$ cat src/rtl/mux4_rr_arbiter.sv
// mux4_rr_arbiter: round-robin owner selection for a shared 4:1 data path.
// One owner at a time moves up to MAX_BURST words into a single registered
// output stage (valid/ready), then the grant rotates through one IDLE cycle.
//
// state | meaning
// ------+-----------------------------------------------------------
// IDLE  | no owner; scan req from ptr and latch the first one found
// XFER  | owner holds the mux; beats accepted while load_ok and cnt<MAX

module mux4_rr_arbiter #(
    parameter int DW        = 8,
    parameter int MAX_BURST = 4
) (
    input  logic          clk,
    input  logic          rst_n,
    input  logic [3:0]    req,
    input  logic [DW-1:0] in0,
    input  logic [DW-1:0] in1,
    input  logic [DW-1:0] in2,
    input  logic [DW-1:0] in3,
    output logic [3:0]    gnt,
    output logic [1:0]    sel,
    output logic [DW-1:0] out_data,
    output logic          out_valid,
    input  logic          out_ready,
    output logic          busy
);

    localparam int CW = $clog2(MAX_BURST + 1);
    localparam logic [CW-1:0] CNT_MAX  = CW'(MAX_BURST);
    localparam logic [CW-1:0] CNT_LAST = CW'(MAX_BURST - 1);

    typedef enum logic {
        IDLE = 1'b0,
        XFER = 1'b1
    } state_t;

    state_t        state;
    state_t        state_nxt;
    logic [1:0]    ptr;
    logic [1:0]    owner;
    logic [1:0]    pick;
    logic [CW-1:0] cnt;
    logic          req_own;
    logic          load_ok;
    logic          accept;
    logic          last_beat;
    logic [DW-1:0] in_sel;

    assign req_own   = req[owner];
    assign load_ok   = !out_valid || out_ready;
    assign accept    = (state == XFER) && req_own && load_ok && (cnt < CNT_MAX);
    assign last_beat = accept && (cnt == CNT_LAST);

    // Priority scan starting at ptr; walking offsets downward lets the
    // smallest offset (closest to ptr) win.
    always_comb begin
        pick = ptr;
        for (int i = 3; i >= 0; i--) begin
            if (req[ptr + 2'(i)]) pick = ptr + 2'(i);
        end
    end

    // Data path mux steered by the current owner.
    always_comb begin
        case (owner)
            2'd0:    in_sel = in0;
            2'd1:    in_sel = in1;
            2'd2:    in_sel = in2;
            default: in_sel = in3;
        endcase
    end

    // State register.
    always_ff @(posedge clk or negedge rst_n) begin
        if (!rst_n) state <= IDLE;
        else        state <= state_nxt;
    end

    // Next-state: leave XFER on the final beat or when the owner lets go.
    always_comb begin
        state_nxt = state;
        case (state)
            IDLE: if (|req) state_nxt = XFER;
            XFER: if (!req_own || last_beat || (cnt >= CNT_MAX)) state_nxt = IDLE;
            default: state_nxt = IDLE;
        endcase
    end

    // Owner, rotation pointer and burst counter.
    always_ff @(posedge clk or negedge rst_n) begin
        if (!rst_n) begin
            ptr   <= 2'd0;
            owner <= 2'd0;
            cnt   <= '0;
        end else if (state == IDLE) begin
            if (|req) begin
                owner <= pick;
                cnt   <= '0;
            end
        end else begin
            if (accept) cnt <= cnt + CW'(1);
            if (state_nxt == IDLE) ptr <= owner + 2'd1;
        end
    end

    // Registered output stage; a simultaneous accept and drain keeps it full.
    always_ff @(posedge clk or negedge rst_n) begin
        if (!rst_n) begin
            out_valid <= 1'b0;
            out_data  <= '0;
        end else if (accept) begin
            out_valid <= 1'b1;
            out_data  <= in_sel;
        end else if (out_ready) begin
            out_valid <= 1'b0;
        end
    end

    // Outputs derived from state and the accept strobe.
    always_comb begin
        gnt        = 4'b0000;
        gnt[owner] = accept;
        sel        = owner;
        busy       = (state == XFER);
    end

endmodule

$ cat config.mk
export PLATFORM = sky130hd
export DESIGN_NAME = mux4_rr_arbiter
export DESIGN_NICKNAME = d
export VERILOG_FILES = /design/src/rtl/mux4_rr_arbiter.sv
export SDC_FILE = /design/constraint.sdc
export NUM_CORES = 1
export LEC_CHECK = 0
export ABC_CLOCK_PERIOD_IN_PS = 1870
export BUFFER_PORTS_ARGS = -buffer_cell sky130_fd_sc_hd__buf_2
export CAP_MARGIN = 20
export CORE_ASPECT_RATIO = 1.1
export CORE_MARGIN = 1.5
export CORE_UTILIZATION = 45
export CTS_CLUSTER_SIZE = 25
export DETAILED_ROUTE_END_ITERATION = 8
export GPL_TIMING_DRIVEN = 0
export PLACE_DENSITY = 0.79
export REMOVE_ABC_BUFFERS = 1
export SYNTH_ARGS = -nofsm -noshare
export SYNTH_HDL_FRONTEND = slang
export SYNTH_SLANG_ARGS = --single-unit
$ cat constraint.sdc
create_clock -name clk -period 1.87 [get_ports clk]
set_input_delay 0.0935 -clock clk [delete_from_list [all_inputs] [get_ports clk]]
set_output_delay 0.0935 -clock clk [all_outputs]
set_load 0.05 [all_outputs]
==> impl_metrics.toml <==
[routing]
avgRoutedWirePerCell_um = 13.2
totalWireLength_mm = 2.74
routed_via_density = 5.29
dr_pass1_iterations = 4
route.vias.total = 1101
route.detailed.drc = 0
drt-initial-drc-count = 48
antenna_violating_nets_post_route = 0

[clock_network]
cts_buffers = 3
insertion_delay_ns = 0.28
tritoncts = "done"
h_tree_level_count = 1
tritoncts_num_sinks = 17
clock_tree.buffer_depth = 2
clk_transition_reported_paths_ns = 0.10
cts.root.buffer_cell = "sky130_fd_sc_hd__clkbuf_4"

[pwr]
cellLeakagePower_nw = 0.790
net-switching-power_mw = 1.43
powerDensity_nw_per_um2 = 1840
switching_share_pct = 50.3
p_seq_share_pct = 24.0
comb_power_share_pct = 69.3
share_of_total_power_in_the_clock_network_pct = 6.7
intPower_mw = 1.41
power_mw = 2.84
peakVddDrop_mv = 1.23

[worst_setup_path]
criticalPathCategory = "reg2out"
worst-r2r-setup-slack_ns = 0.07
worstPathArrival_ns = 1.71
worst_setup_path_end_kind = "primary output"
reg2reg_from = "sel[0]$_DFFE_PN0P_"
r2r_end = "out_data[1]$_DFFE_PN0P_"
critPathLaunchType = "register"
required_ns = 1.78
r2r.worst_path.cells = 6
cp_max_fo = 9

[die]
die_w_um = 50.3
die_area_um2 = 2770
core.rowCount = 18
die_h_um = 55.1
start_util_pct = 48.3
boundary_pins = 55
core_um2 = 2300

[global_route]
pin_count_of_the_biggest_net_entering_global_routing = 18
global_route_wire_length_before_repair_mm = 4.17
first_global_vias = 973
initial_antenna_violation_count = 0
grt_overflow = 0
grt_use_total_pct = 19.9

[placed_design]
place_area_um2 = 1390
placement.io_buffers = 54
preCtsSetupSlack_ns = 0.0540
post-dp-hpwl_mm = 1.95
gpl.final_weighted_congestion = 0.741

[synth]
ys.warnings.count = 0
yosysUniqueCellTypes = 26
synth_sequential_area_ratio_pct = 38.4
synthCells = 115
ys_ff_latch = 17
post_synthesis_instance_area_um2 = 1110
synth.avg_cell_area_um2 = 9.64

[min_path]
holdPathEnd = "out_data[4]$_DFFE_PN0P_"
hold_class = "in2reg"
worstHoldStart = "in3[4]"
worst_hold_path.num_cells = 4

[sta]
rsz0062_at_grt = "yes"
setup_ws_post_layout_ns = 0.0670
max_slew_margin_pct = 51.1
clock.fmax_mhz = 555
final_clock_skew_ns = 0.00361
timing.final.crit_period_ns = 1.80
maxSlewViolCount = 0
hold_viol_final = 0
finalSetupViolations = 0
finalCritPeriodShare_pct = 96.4
max_slew.worst_pin.slew_ns = 0.726

[status]
status = "completed"

[final_layout]
syn_to_final_growth_pct = 39.3
final_nets = 225
final_design_area_no_fill_um2 = 1540
drive_gt1_share_pct = 48.3
diodes = 0

[run]
cap_violations = 0
per-layer routing:
layer | share of wire [%] | global-route usage (%) | vias to the layer above
li1 | - | - | 540
met1 | 44 | 24.4 | 499
met2 | 47 | 36.0 | 60
met3 | 9.3 | 4.03 | 2
met4 | 0.29 | 5.41 | 0
met5 | 0 | 0 | -
placed cells by master, fill, tap and decap left out:
master / instances
sky130_fd_sc_hd__nand2b_1: 2
sky130_fd_sc_hd__buf_6: 4
sky130_fd_sc_hd__o21ai_1: 1
sky130_fd_sc_hd__or2_1: 1
sky130_fd_sc_hd__buf_2: 50
sky130_fd_sc_hd__mux2i_1: 4
sky130_fd_sc_hd__mux2_2: 6
sky130_fd_sc_hd__o22ai_1: 1
sky130_fd_sc_hd__mux2i_2: 1
sky130_fd_sc_hd__o21ai_0: 11
sky130_fd_sc_hd__nor2_2: 2
sky130_fd_sc_hd__o32ai_1: 1
sky130_fd_sc_hd__a222oi_1: 8
sky130_fd_sc_hd__nand3_4: 1
sky130_fd_sc_hd__o22ai_4: 1
sky130_fd_sc_hd__inv_1: 10
sky130_fd_sc_hd__dlygate4sd3_1: 1
sky130_fd_sc_hd__nand3_1: 1
sky130_fd_sc_hd__mux2_4: 3
sky130_fd_sc_hd__a21oi_1: 2
sky130_fd_sc_hd__ha_1: 5
sky130_fd_sc_hd__nor2_1: 5
sky130_fd_sc_hd__o211ai_1: 1
sky130_fd_sc_hd__nor2b_1: 2
sky130_fd_sc_hd__o41ai_2: 1
sky130_fd_sc_hd__dfrtp_2: 2
sky130_fd_sc_hd__buf_4: 9
sky130_fd_sc_hd__a21o_1: 1
sky130_fd_sc_hd__clkbuf_4: 3
sky130_fd_sc_hd__dfrtp_1: 15
sky130_fd_sc_hd__nand2_1: 19
sky130_fd_sc_hd__a22o_1: 1
sky130_fd_sc_hd__ha_2: 2
sky130_fd_sc_hd__clkinv_2: 1
worst max-delay path by stage:
stage	startpoint	endpoint	slack, ns
finish	sel[0]$_DFFE_PN0P_	gnt[2]	0.07
global route	sel[0]$_DFFE_PN0P_	gnt[2]	-0.03
CTS	sel[1]$_DFFE_PN0P_	gnt[0]	0.03
detailed placement	sel[0]$_DFFE_PN0P_	out_data[4]$_DFFE_PN0P_	0.05
global placement	sel[0]$_DFFE_PN0P_	gnt[3]	0.12
floorplan	sel[1]$_DFFE_PN0P_	gnt[0]	-0.35
stage by stage:
| stage | cells | utilization [%] | setup TNS [ns] | hold slack, ns |
|---|---|---|---|---|
| 3_5_place_dp | 194 | 60.5 | 0 | 0.0360 |
| 4_1_cts | 205 | 65.1 | 0 | 0.151 |
| 2_1_floorplan | 110 | - | -1.81 | -0.202 |
| 6_report | 208 | 67.2 | 0 | 0.156 |
| 5_1_grt | 208 | 67.2 | -0.0957 | 0.168 |
| 3_3_place_gp | 194 | 60.5 | 0 | 0.0319 |
flip-flops by register name, indices dropped and copies added, names as in the netlist:
signal and cells:
sel 2, cnt 3, out_valid 1, out_data 8, busy 1, ptr 2
timing repair:
action	CTS	global route
pin swaps	1	2
hold buffers	1	0
endpoints found under the hold margin	17	0
buffers inserted	6	3
gates resized for setup	8	9
endpoints found under the setup margin	4	7
cells by family after synthesis:
kind of cell	count (synthesis)	share of synthesized area [%]
adders and majority gates	7	7.90
AOI/OAI and AO/OA	29	19.6
DFF	17	38.4
muxes	14	14.7
buffers and inverters	15	5.76
and+or+nand+nor	33	13.7
layout make-up:
type / instances / area (um^2)
flip-flops and latches: 17 / 428
multi-input cells: 83 / 641
clock inverters: 1 / 5.00
well taps: 30 / 37.5
inverters: 10 / 37.5
repair buffers: 64 / 373
clock buffers: 3 / 22.5
fillers: 185 / 753
critical path: stages, from the launching register on:
cell and delay, ns:
sky130_fd_sc_hd__dfrtp_2 0.43, sky130_fd_sc_hd__or2_1 0.27, sky130_fd_sc_hd__o22ai_4 0.22, sky130_fd_sc_hd__nand3_4 0.17
sky130_fd_sc_hd__nor2_1 0.16, sky130_fd_sc_hd__buf_6 0.17
cells in the mapped netlist:
| library cell | count | area, um^2 |
|---|---|---|
| sky130_fd_sc_hd__nand2_1 | 19 | 71.3 |
| sky130_fd_sc_hd__dfrtp_1 | 17 | 425 |
| sky130_fd_sc_hd__o21ai_0 | 12 | 60.1 |
| sky130_fd_sc_hd__inv_1 | 10 | 37.5 |
| sky130_fd_sc_hd__a222oi_1 | 8 | 80.1 |
| sky130_fd_sc_hd__ha_1 | 7 | 87.6 |
| sky130_fd_sc_hd__nor2_1 | 7 | 26.3 |
| sky130_fd_sc_hd__mux2_2 | 6 | 67.6 |
| sky130_fd_sc_hd__mux2i_1 | 5 | 50.1 |
| sky130_fd_sc_hd__clkbuf_1 | 3 | 11.3 |
| sky130_fd_sc_hd__mux2_4 | 3 | 45.0 |
| sky130_fd_sc_hd__a21oi_1 | 2 | 10.0 |
| sky130_fd_sc_hd__nand2b_1 | 2 | 12.5 |
| sky130_fd_sc_hd__nor2b_1 | 2 | 12.5 |
| sky130_fd_sc_hd__a21o_1 | 1 | 7.51 |
| sky130_fd_sc_hd__a22o_1 | 1 | 8.76 |
| sky130_fd_sc_hd__buf_1 | 1 | 3.75 |
| sky130_fd_sc_hd__buf_6 | 1 | 11.3 |
| sky130_fd_sc_hd__nand3_1 | 1 | 5.00 |
| sky130_fd_sc_hd__nand3_4 | 1 | 17.5 |
| sky130_fd_sc_hd__o211ai_1 | 1 | 7.51 |
| sky130_fd_sc_hd__o22ai_1 | 1 | 6.26 |
| sky130_fd_sc_hd__o22ai_2 | 1 | 12.5 |
| sky130_fd_sc_hd__o32ai_1 | 1 | 8.76 |
| sky130_fd_sc_hd__o41ai_2 | 1 | 16.3 |
| sky130_fd_sc_hd__or2_1 | 1 | 6.26 |
power groups by stage:
| stage | clock network [mW] | logic (mW) | registers, mW |
|---|---|---|---|
| detailed placement | 0 | 1.70 | 0.703 |
| CTS | 0.198 | 1.87 | 0.685 |
| floorplan | 0 | 0.890 | 1.12 |
| global placement | 0 | 1.66 | 0.693 |
| global route | 0.215 | 2.12 | 0.709 |
| finish | 0.190 | 1.97 | 0.681 |
(Power assumes the default switching activity.)
